[config.mk]
export PLATFORM = sky130hd
export DESIGN_NAME = demux_route_ctrl_flat
export DESIGN_NICKNAME = d
export VERILOG_FILES = /design/src/rtl/demux_route_ctrl_if.sv /design/src/rtl/demux_route_ctrl.sv /design/src/flat_wrapper.sv
export SDC_FILE = /design/constraint.sdc
export NUM_CORES = 1
export LEC_CHECK = 0
export ABC_CLOCK_PERIOD_IN_PS = 2700
export CAP_MARGIN = 0
export CORE_MARGIN = 2
export CORE_UTILIZATION = 56
export CTS_BUF_LIST = sky130_fd_sc_hd__clkbuf_16
export DETAILED_ROUTE_END_ITERATION = 6
export DONT_BUFFER_PORTS = 1
export MAX_ROUTING_LAYER = met4
export PLACE_DENSITY = 0.74
export SLEW_MARGIN = 20
export SYNTH_ARGS = -nofsm -noshare
export SYNTH_HDL_FRONTEND = slang
export SYNTH_SLANG_ARGS = --single-unit
[constraint.sdc]
create_clock -name clk -period 2.7 [get_ports clk]
set_clock_uncertainty 0.15 [all_clocks]
set_input_delay 0.27 -clock clk [delete_from_list [all_inputs] [get_ports clk]]
set_output_delay 0.27 -clock clk [all_outputs]
set_load 0.01 [all_outputs]
[src/rtl/demux_route_ctrl_if.sv]
// Handshake/bus bundle between the route controller and its environment.
// The slave modport is the controller side; master is the feeder/consumer side.
interface demux_route_ctrl_if #(
   parameter int DATA_SIZE  = 32,
   parameter int ADDR_SIZE  = 32,
   parameter int FIFO_DEPTH = 4
);
   localparam int CNT_W = $clog2(FIFO_DEPTH) + 1;

   logic                 in_valid;
   logic                 in_ready;
   logic [ADDR_SIZE-1:0] in_addr;
   logic [DATA_SIZE-1:0] in_data;
   logic                 in_priv;
   logic                 sel;
   logic [DATA_SIZE-1:0] dout;
   logic                 out_valid_0;
   logic                 out_valid_1;
   logic                 out_ready_0;
   logic                 out_ready_1;
   logic                 viol;
   logic [CNT_W-1:0]     fifo_count;

   modport master (
      output in_valid, in_addr, in_data, in_priv, out_ready_0, out_ready_1,
      input  in_ready, sel, dout, out_valid_0, out_valid_1, viol, fifo_count
   );

   modport slave (
      input  in_valid, in_addr, in_data, in_priv, out_ready_0, out_ready_1,
      output in_ready, sel, dout, out_valid_0, out_valid_1, viol, fifo_count
   );
endinterface

[src/rtl/demux_route_ctrl.sv]
// Queued feeder for the two-way data demux: routes words to the normal or secure path by address.
// Optional macro DEMUX_ROUTE_ERR_CNT_EN adds a saturating dropped-access counter (err_count/err_clr).
module demux_route_ctrl #(
   parameter int                  DATA_SIZE  = 32,
   parameter int                  ADDR_SIZE  = 32,
   parameter int                  FIFO_DEPTH = 4,
   parameter logic [ADDR_SIZE-1:0] SEC_BASE  = 32'h0000_F000,
   parameter logic [ADDR_SIZE-1:0] SEC_LIMIT = 32'h0000_FFFF
) (
   input  logic                 clk,
   input  logic                 rst_n,
   demux_route_ctrl_if.slave    bus
`ifdef DEMUX_ROUTE_ERR_CNT_EN
   ,
   input  logic                 err_clr,
   output logic [15:0]          err_count
`endif
);

   localparam int PTR_W = (FIFO_DEPTH > 1) ? $clog2(FIFO_DEPTH) : 1;
   localparam int CNT_W = $clog2(FIFO_DEPTH) + 1;

   typedef struct packed {
      logic                 route;
      logic [DATA_SIZE-1:0] data;
   } entry_t;

   function automatic logic sec_hit(input logic [ADDR_SIZE-1:0] addr);
      return (addr >= SEC_BASE) && (addr <= SEC_LIMIT);
   endfunction

   function automatic logic [PTR_W-1:0] ptr_inc(input logic [PTR_W-1:0] ptr);
      return ptr + PTR_W'(1);
   endfunction

   entry_t           mem [FIFO_DEPTH];
   logic [PTR_W-1:0] wr_ptr_p1;
   logic [PTR_W-1:0] rd_ptr_p1;
   logic [CNT_W-1:0] count_p1;
   logic             viol_p1;

   logic             hit_p0;
   logic             is_viol_p0;
   logic             full;
   logic             empty;
   logic             accept;
   logic             push;
   logic             pop;
   logic             ov0;
   logic             ov1;
   entry_t           head;

   // ---- stage p0: classify request, decide accept/push/pop ----
   always_comb begin
      hit_p0     = sec_hit(bus.in_addr);
      is_viol_p0 = hit_p0 && !bus.in_priv;
      full       = (count_p1 == CNT_W'(FIFO_DEPTH));
      empty      = (count_p1 == '0);
      accept     = bus.in_valid && !full;
      push       = accept && !is_viol_p0;
      head       = mem[rd_ptr_p1];
      ov0        = !empty && !head.route;
      ov1        = !empty && head.route;
      pop        = (ov0 && bus.out_ready_0) || (ov1 && bus.out_ready_1);
   end

   assign bus.in_ready    = !full;
   assign bus.out_valid_0 = ov0;
   assign bus.out_valid_1 = ov1;
   // The head is gated so the demux sees all-zero inputs while the queue is empty.
   assign bus.sel         = empty ? 1'b0 : head.route;
   assign bus.dout        = empty ? '0 : head.data;
   assign bus.viol        = viol_p1;
   assign bus.fifo_count  = count_p1;

   // ---- stage p1: storage, pointers, occupancy, violation pulse ----
   always_ff @(posedge clk) begin
      if (push) begin
         mem[wr_ptr_p1] <= '{route: hit_p0, data: bus.in_data};
      end
   end

   always_ff @(posedge clk) begin
      if (!rst_n) begin
         wr_ptr_p1 <= '0;
         rd_ptr_p1 <= '0;
         count_p1  <= '0;
         viol_p1   <= 1'b0;
      end else begin
         if (push) wr_ptr_p1 <= ptr_inc(wr_ptr_p1);
         if (pop)  rd_ptr_p1 <= ptr_inc(rd_ptr_p1);
         case ({push, pop})
            2'b10:   count_p1 <= count_p1 + CNT_W'(1);
            2'b01:   count_p1 <= count_p1 - CNT_W'(1);
            default: count_p1 <= count_p1;
         endcase
         viol_p1 <= accept && is_viol_p0;
      end
   end

`ifdef DEMUX_ROUTE_ERR_CNT_EN
   logic [15:0] err_p1;

   always_ff @(posedge clk) begin
      if (!rst_n) begin
         err_p1 <= '0;
      end else if (err_clr) begin
         err_p1 <= '0;
      end else if (accept && is_viol_p0 && (err_p1 != 16'hFFFF)) begin
         err_p1 <= err_p1 + 16'd1;
      end
   end

   assign err_count = err_p1;
`endif

endmodule
[src/flat_wrapper.sv]
// flat-port wrapper written by rule: the top's interface ports become plain ports
module demux_route_ctrl_flat 
#(
   parameter int                  DATA_SIZE  = 32,
   parameter int                  ADDR_SIZE  = 32,
   parameter int                  FIFO_DEPTH = 4,
   parameter logic [ADDR_SIZE-1:0] SEC_BASE  = 32'h0000_F000,
   parameter logic [ADDR_SIZE-1:0] SEC_LIMIT = 32'h0000_FFFF
)
  (clk, rst_n, bus_in_valid, bus_in_addr, bus_in_data, bus_in_priv, bus_out_ready_0, bus_out_ready_1, bus_in_ready, bus_sel, bus_dout, bus_out_valid_0, bus_out_valid_1, bus_viol, bus_fifo_count);
  demux_route_ctrl_if #(.DATA_SIZE(DATA_SIZE), .ADDR_SIZE(ADDR_SIZE), .FIFO_DEPTH(FIFO_DEPTH)) bus_i ();
  input  logic clk;
  input  logic rst_n;
  input wire logic [$bits(bus_i.in_valid)-1:0] bus_in_valid;
  input wire logic [$bits(bus_i.in_addr)-1:0] bus_in_addr;
  input wire logic [$bits(bus_i.in_data)-1:0] bus_in_data;
  input wire logic [$bits(bus_i.in_priv)-1:0] bus_in_priv;
  input wire logic [$bits(bus_i.out_ready_0)-1:0] bus_out_ready_0;
  input wire logic [$bits(bus_i.out_ready_1)-1:0] bus_out_ready_1;
  output wire logic [$bits(bus_i.in_ready)-1:0] bus_in_ready;
  output wire logic [$bits(bus_i.sel)-1:0] bus_sel;
  output wire logic [$bits(bus_i.dout)-1:0] bus_dout;
  output wire logic [$bits(bus_i.out_valid_0)-1:0] bus_out_valid_0;
  output wire logic [$bits(bus_i.out_valid_1)-1:0] bus_out_valid_1;
  output wire logic [$bits(bus_i.viol)-1:0] bus_viol;
  output wire logic [$bits(bus_i.fifo_count)-1:0] bus_fifo_count;
  assign bus_i.in_valid = bus_in_valid;
  assign bus_i.in_addr = bus_in_addr;
  assign bus_i.in_data = bus_in_data;
  assign bus_i.in_priv = bus_in_priv;
  assign bus_i.out_ready_0 = bus_out_ready_0;
  assign bus_i.out_ready_1 = bus_out_ready_1;
  assign bus_in_ready = bus_i.in_ready;
  assign bus_sel = bus_i.sel;
  assign bus_dout = bus_i.dout;
  assign bus_out_valid_0 = bus_i.out_valid_0;
  assign bus_out_valid_1 = bus_i.out_valid_1;
  assign bus_viol = bus_i.viol;
  assign bus_fifo_count = bus_i.fifo_count;
  demux_route_ctrl #(.DATA_SIZE(DATA_SIZE), .ADDR_SIZE(ADDR_SIZE), .FIFO_DEPTH(FIFO_DEPTH), .SEC_BASE(SEC_BASE), .SEC_LIMIT(SEC_LIMIT)) u_core (.clk(clk), .rst_n(rst_n), .bus(bus_i));
endmodule
==> impl_metrics.env <==
export IMPL_synth_enable_flop_cells=132
export IMPL_r2r_end="u_core.bus.fifo_count[2]"
export IMPL_worst_slew_pin_slew_ps=643
export IMPL_synth_compound_area_share=0.00877
export IMPL_outcome="complete, no violations"
export IMPL_hold_viol=0
export IMPL_synthesis_yosys_warnings=0
export IMPL_count_of_pins_over_their_slew_limit=0
export IMPL_clock_fmax_mhz=388
export IMPL_globalRoute_totalOverflow=0
export IMPL_worst_path_max_delay_cell="sky130_fd_sc_hd__mux4_2"
export IMPL_setup_total_negative_slack_ps=0
export IMPL_power_frac_clock=0.350
export IMPL_final_layout_size_suffix_gt1_frac=0.253
export IMPL_antenna_found_initial=0
export IMPL_path_clk_slew_ps=60
export IMPL_placement_io_buffers=0
export IMPL_rsz_0062_raised_after_global_routing="no"
export IMPL_fillers=614
export IMPL_avgRoutedWirePerCell_um=19.9
export IMPL_critPathArrivalTime_ps=2780
export IMPL_cell_area_synth_um2=5560
export IMPL_post_synth_top_area_cell="sky130_fd_sc_hd__edfxtp_1"
export IMPL_critical_path_n_buffers_inverters=1
export IMPL_postSynthRegisterBits=142
export IMPL_maxCapViolations=0
export IMPL_grt_usage=0.195
export IMPL_post_synth_xor_area_fraction=0.00472
export IMPL_ys_types=28
export IMPL_die_x_um=104
export IMPL_total_vias_in_the_final_route=2679
export IMPL_setup_worst_path_start_class="flop"
export IMPL_routed_wl_mm=9.57
export IMPL_grt_first_pass_wirelength_mm=14.8
export IMPL_critical_path_reg2reg_startpoint="u_core.mem[0][32]"
export IMPL_syn_instance_count=278
export IMPL_initial_utilization=0.572
export IMPL_max_stage_delay_ps=510
export IMPL_reg2reg_depth=8
export IMPL_post_synth_top_area_fraction=0.713
export IMPL_intPower_mw=4.80
export IMPL_critical_path_cell_chain="mux4_2 -> mux2i_2 -> ha_2 -> inv_1 -> fa_1 -> xor2_1 -> or3_1 -> a21boi_1"
export IMPL_via_cell_ratio=5.57
export IMPL_ios=110
export IMPL_timing_worst_setup_path_type="reg -> reg"
export IMPL_placeableCoreArea_um2=9730
export IMPL_vdd_ir_drop_worst_mv=0.610
export IMPL_tritoncts_num_sinks=142
export IMPL_ant_nets=0
export IMPL_clk_latency_ps=410
export IMPL_cts_tree="yes"
export IMPL_total_leakage_power_nw=2.22
export IMPL_timing_hold_worst_endpoint="u_core.mem[3][32]"
export IMPL_syn_mean_instance_area_um2=20.0
export IMPL_cts_buffer_depth=2
export IMPL_antenna_cell_count=0
export IMPL_final_min_period_over_clock_period=0.955
export IMPL_pin_count_of_the_biggest_net_entering_global_routing=35
export IMPL_timing_critical_path_required_ps=2900
export IMPL_nets_final=411
export IMPL_worst_setup_path_end_kind="flop"
export IMPL_timing_hold_worst_class="in -> reg"
export IMPL_max_slew_margin=0.571
export IMPL_area_growth_synth_to_finish_pct=21.8
export IMPL_crit_cells=8
export IMPL_largest_delay_contributor_family_on_the_critical_path="multiplexers"
export IMPL_place_hpwl_mm=5.62
export IMPL_cell_rows=36
export IMPL_synth_top_cells_by_count="sky130_fd_sc_hd__edfxtp_1 (132), sky130_fd_sc_hd__mux4_2 (33), sky130_fd_sc_hd__nor2b_1 (33), sky130_fd_sc_hd__dfxtp_1 (10), sky130_fd_sc_hd__nand2_1 (10)"
export IMPL_synth_top_cells_by_area="sky130_fd_sc_hd__edfxtp_1 (71%), sky130_fd_sc_hd__mux4_2 (13%), sky130_fd_sc_hd__nor2b_1 (3.7%)"
export IMPL_setup_ws_ps=121
export IMPL_post_synth_simple_gate_area=0.0661
export IMPL_dpl_worst_slack_ps=102
export IMPL_dominant_combinational_cell_family_by_area_after_synthesis="multiplexers"
export IMPL_drt_pre_antenna_iters=4
export IMPL_synth_yosys_seq_area_share=0.749
export IMPL_rrSetupSlack_ps=120
export IMPL_area_used_by_multi_input_combinational_logic_um2=1330
export IMPL_netSwitchingFraction=0.273
export IMPL_synthAdderAreaFrac=0.0148
export IMPL_floorplan_die_area_um2=10700
export IMPL_ys_async_sr_fraction=0
export IMPL_drc_viols=0
export IMPL_clk_root_buffer_cell="sky130_fd_sc_hd__clkbuf_16"
export IMPL_period_minus_slack_ps=2580
export IMPL_pwrdens_nw_per_um2=975
export IMPL_finalWeightedCongestion=0.733
export IMPL_post_synth_mux_area_share=0.141
export IMPL_numCtsBuffers=17
export IMPL_critical_path_startpoint="u_core.mem[0][32]"
export IMPL_switching_power_mw=1.80
export IMPL_crit_path_max_fanout=2
export IMPL_timing_hold_worst_path_depth=3
export IMPL_hold_start="bus_in_addr[19]"
export IMPL_sequential_cell_area_um2=4170
export IMPL_p_comb_frac=0.234
export IMPL_dr_first_iter_drc_count=147
export IMPL_sequentialPowerShare=0.416
export IMPL_mapped_nets=354
export IMPL_setup_viol=0
export IMPL_synthMostInstantiatedCell="sky130_fd_sc_hd__edfxtp_1"
export IMPL_die_h_um=104
export IMPL_cts_htree_levels=4
export IMPL_first_global_vias=2747
export IMPL_synth_ff_type="sky130_fd_sc_hd__edfxtp_1"
## final cells by class
cell class,count,area share
clock buffers,17,0.0628
well taps,133,0.0246
repair buffers,51,0.0731
multi-input cells,117,0.196
clock inverters,15,0.0255
flip-flops and latches,142,0.615
inverters,6,0.00332
## per-layer routing
metal  GRT usage  wire [um]
met1       0.238       3960
met2       0.313       5020
met3      0.0529        434
met4      0.0792        153
met5           -          0
## worst max path at each step
stage	to	slack, ps
finish	u_core.bus.fifo_count[2]	120
global route	u_core.bus.fifo_count[2]	3
CTS	u_core.bus.fifo_count[2]	60
detailed placement	u_core.bus.fifo_count[2]	100
global placement	u_core.bus.fifo_count[2]	120
floorplan	u_core.bus.fifo_count[2]	90
## logic make-up (layout without fill, tap and decap cells)
| kind of cell | Yosys count | in the layout |
|---|---|---|
| compound gates | 7 | 7 |
| xor+xnor | 3 | 3 |
| fa+ha+maj | 6 | 6 |
| buf+inv | 19 | 89 |
| flops | 142 | 142 |
| mux | 37 | 37 |
| simple gates | 64 | 64 |
## repair_timing
action / in CTS / in global routing
setup endpoints to repair: 0 / 1
hold buffers: 35 / 0
endpoints found under the hold margin: 138 / 0
resized for setup: 0 / 2
buffers inserted: 0 / 2
## metrics by stage
| stage | hold WS, ps | util | cells | total power [mW] | area (um2) |
|---|---|---|---|---|---|
| after detailed placement | 203 | 0.597 | 412 | 4.29 | 5810 |
| after CTS | 97.1 | 0.694 | 479 | 6.66 | 6760 |
| after floorplan | 195 | - | 278 | 3.95 | 5560 |
| after global routing | 140 | 0.696 | 481 | 6.91 | 6770 |
| after global placement | 200 | 0.597 | 412 | 4.26 | 5810 |
| final | 103 | 0.696 | 481 | 6.60 | 6770 |
## sequential cells by signal (all words and copies together) (netlist names), named ones only
signal,cells
u_core.bus.fifo_count,3
u_core.bus.viol,1
u_core.mem,132
u_core.rd_ptr_p1,2
u_core.wr_ptr_p1,2
## placed cells by master (no fill, tap or decap), types with 2 or more instances in the layout
cell	netlist	routed
sky130_fd_sc_hd__xor2_1	2	2
sky130_fd_sc_hd__clkinv_4	0	2
sky130_fd_sc_hd__and2_1	8	4
sky130_fd_sc_hd__and2_2	0	4
sky130_fd_sc_hd__edfxtp_1	132	132
sky130_fd_sc_hd__nand2_1	10	10
sky130_fd_sc_hd__bufinv_16	0	3
sky130_fd_sc_hd__dfxtp_1	10	8
sky130_fd_sc_hd__mux2i_1	3	3
sky130_fd_sc_hd__clkinv_2	0	2
sky130_fd_sc_hd__ha_1	5	4
sky130_fd_sc_hd__mux4_2	33	33
sky130_fd_sc_hd__o31ai_1	2	2
sky130_fd_sc_hd__o21ai_0	2	2
sky130_fd_sc_hd__clkinvlp_4	0	4
sky130_fd_sc_hd__buf_12	0	2
sky130_fd_sc_hd__dlygate4sd3_1	0	35
sky130_fd_sc_hd__inv_6	0	2
sky130_fd_sc_hd__buf_4	1	14
sky130_fd_sc_hd__nor4_1	5	5
sky130_fd_sc_hd__inv_1	6	8
sky130_fd_sc_hd__dfxtp_2	0	2
sky130_fd_sc_hd__clkbuf_16	0	17
sky130_fd_sc_hd__nor2_1	3	3
sky130_fd_sc_hd__nor2b_1	33	33
## worst min-delay path: cells and delay by family
kind | cells | cell delay [ps]
simple gates | 3 | 210
## power by group through the flow
stage | combinational, mW | sequential [mW] | clock (mW)
6_report | 1.54 | 2.75 | 2.31
5_1_grt | 1.70 | 2.77 | 2.44
4_1_cts | 1.57 | 2.75 | 2.34
3_5_place_dp | 1.50 | 2.79 | 0
3_3_place_gp | 1.48 | 2.78 | 0
2_1_floorplan | 1.17 | 2.78 | 0
No activity file was read; power rests on OpenSTA's default activity.
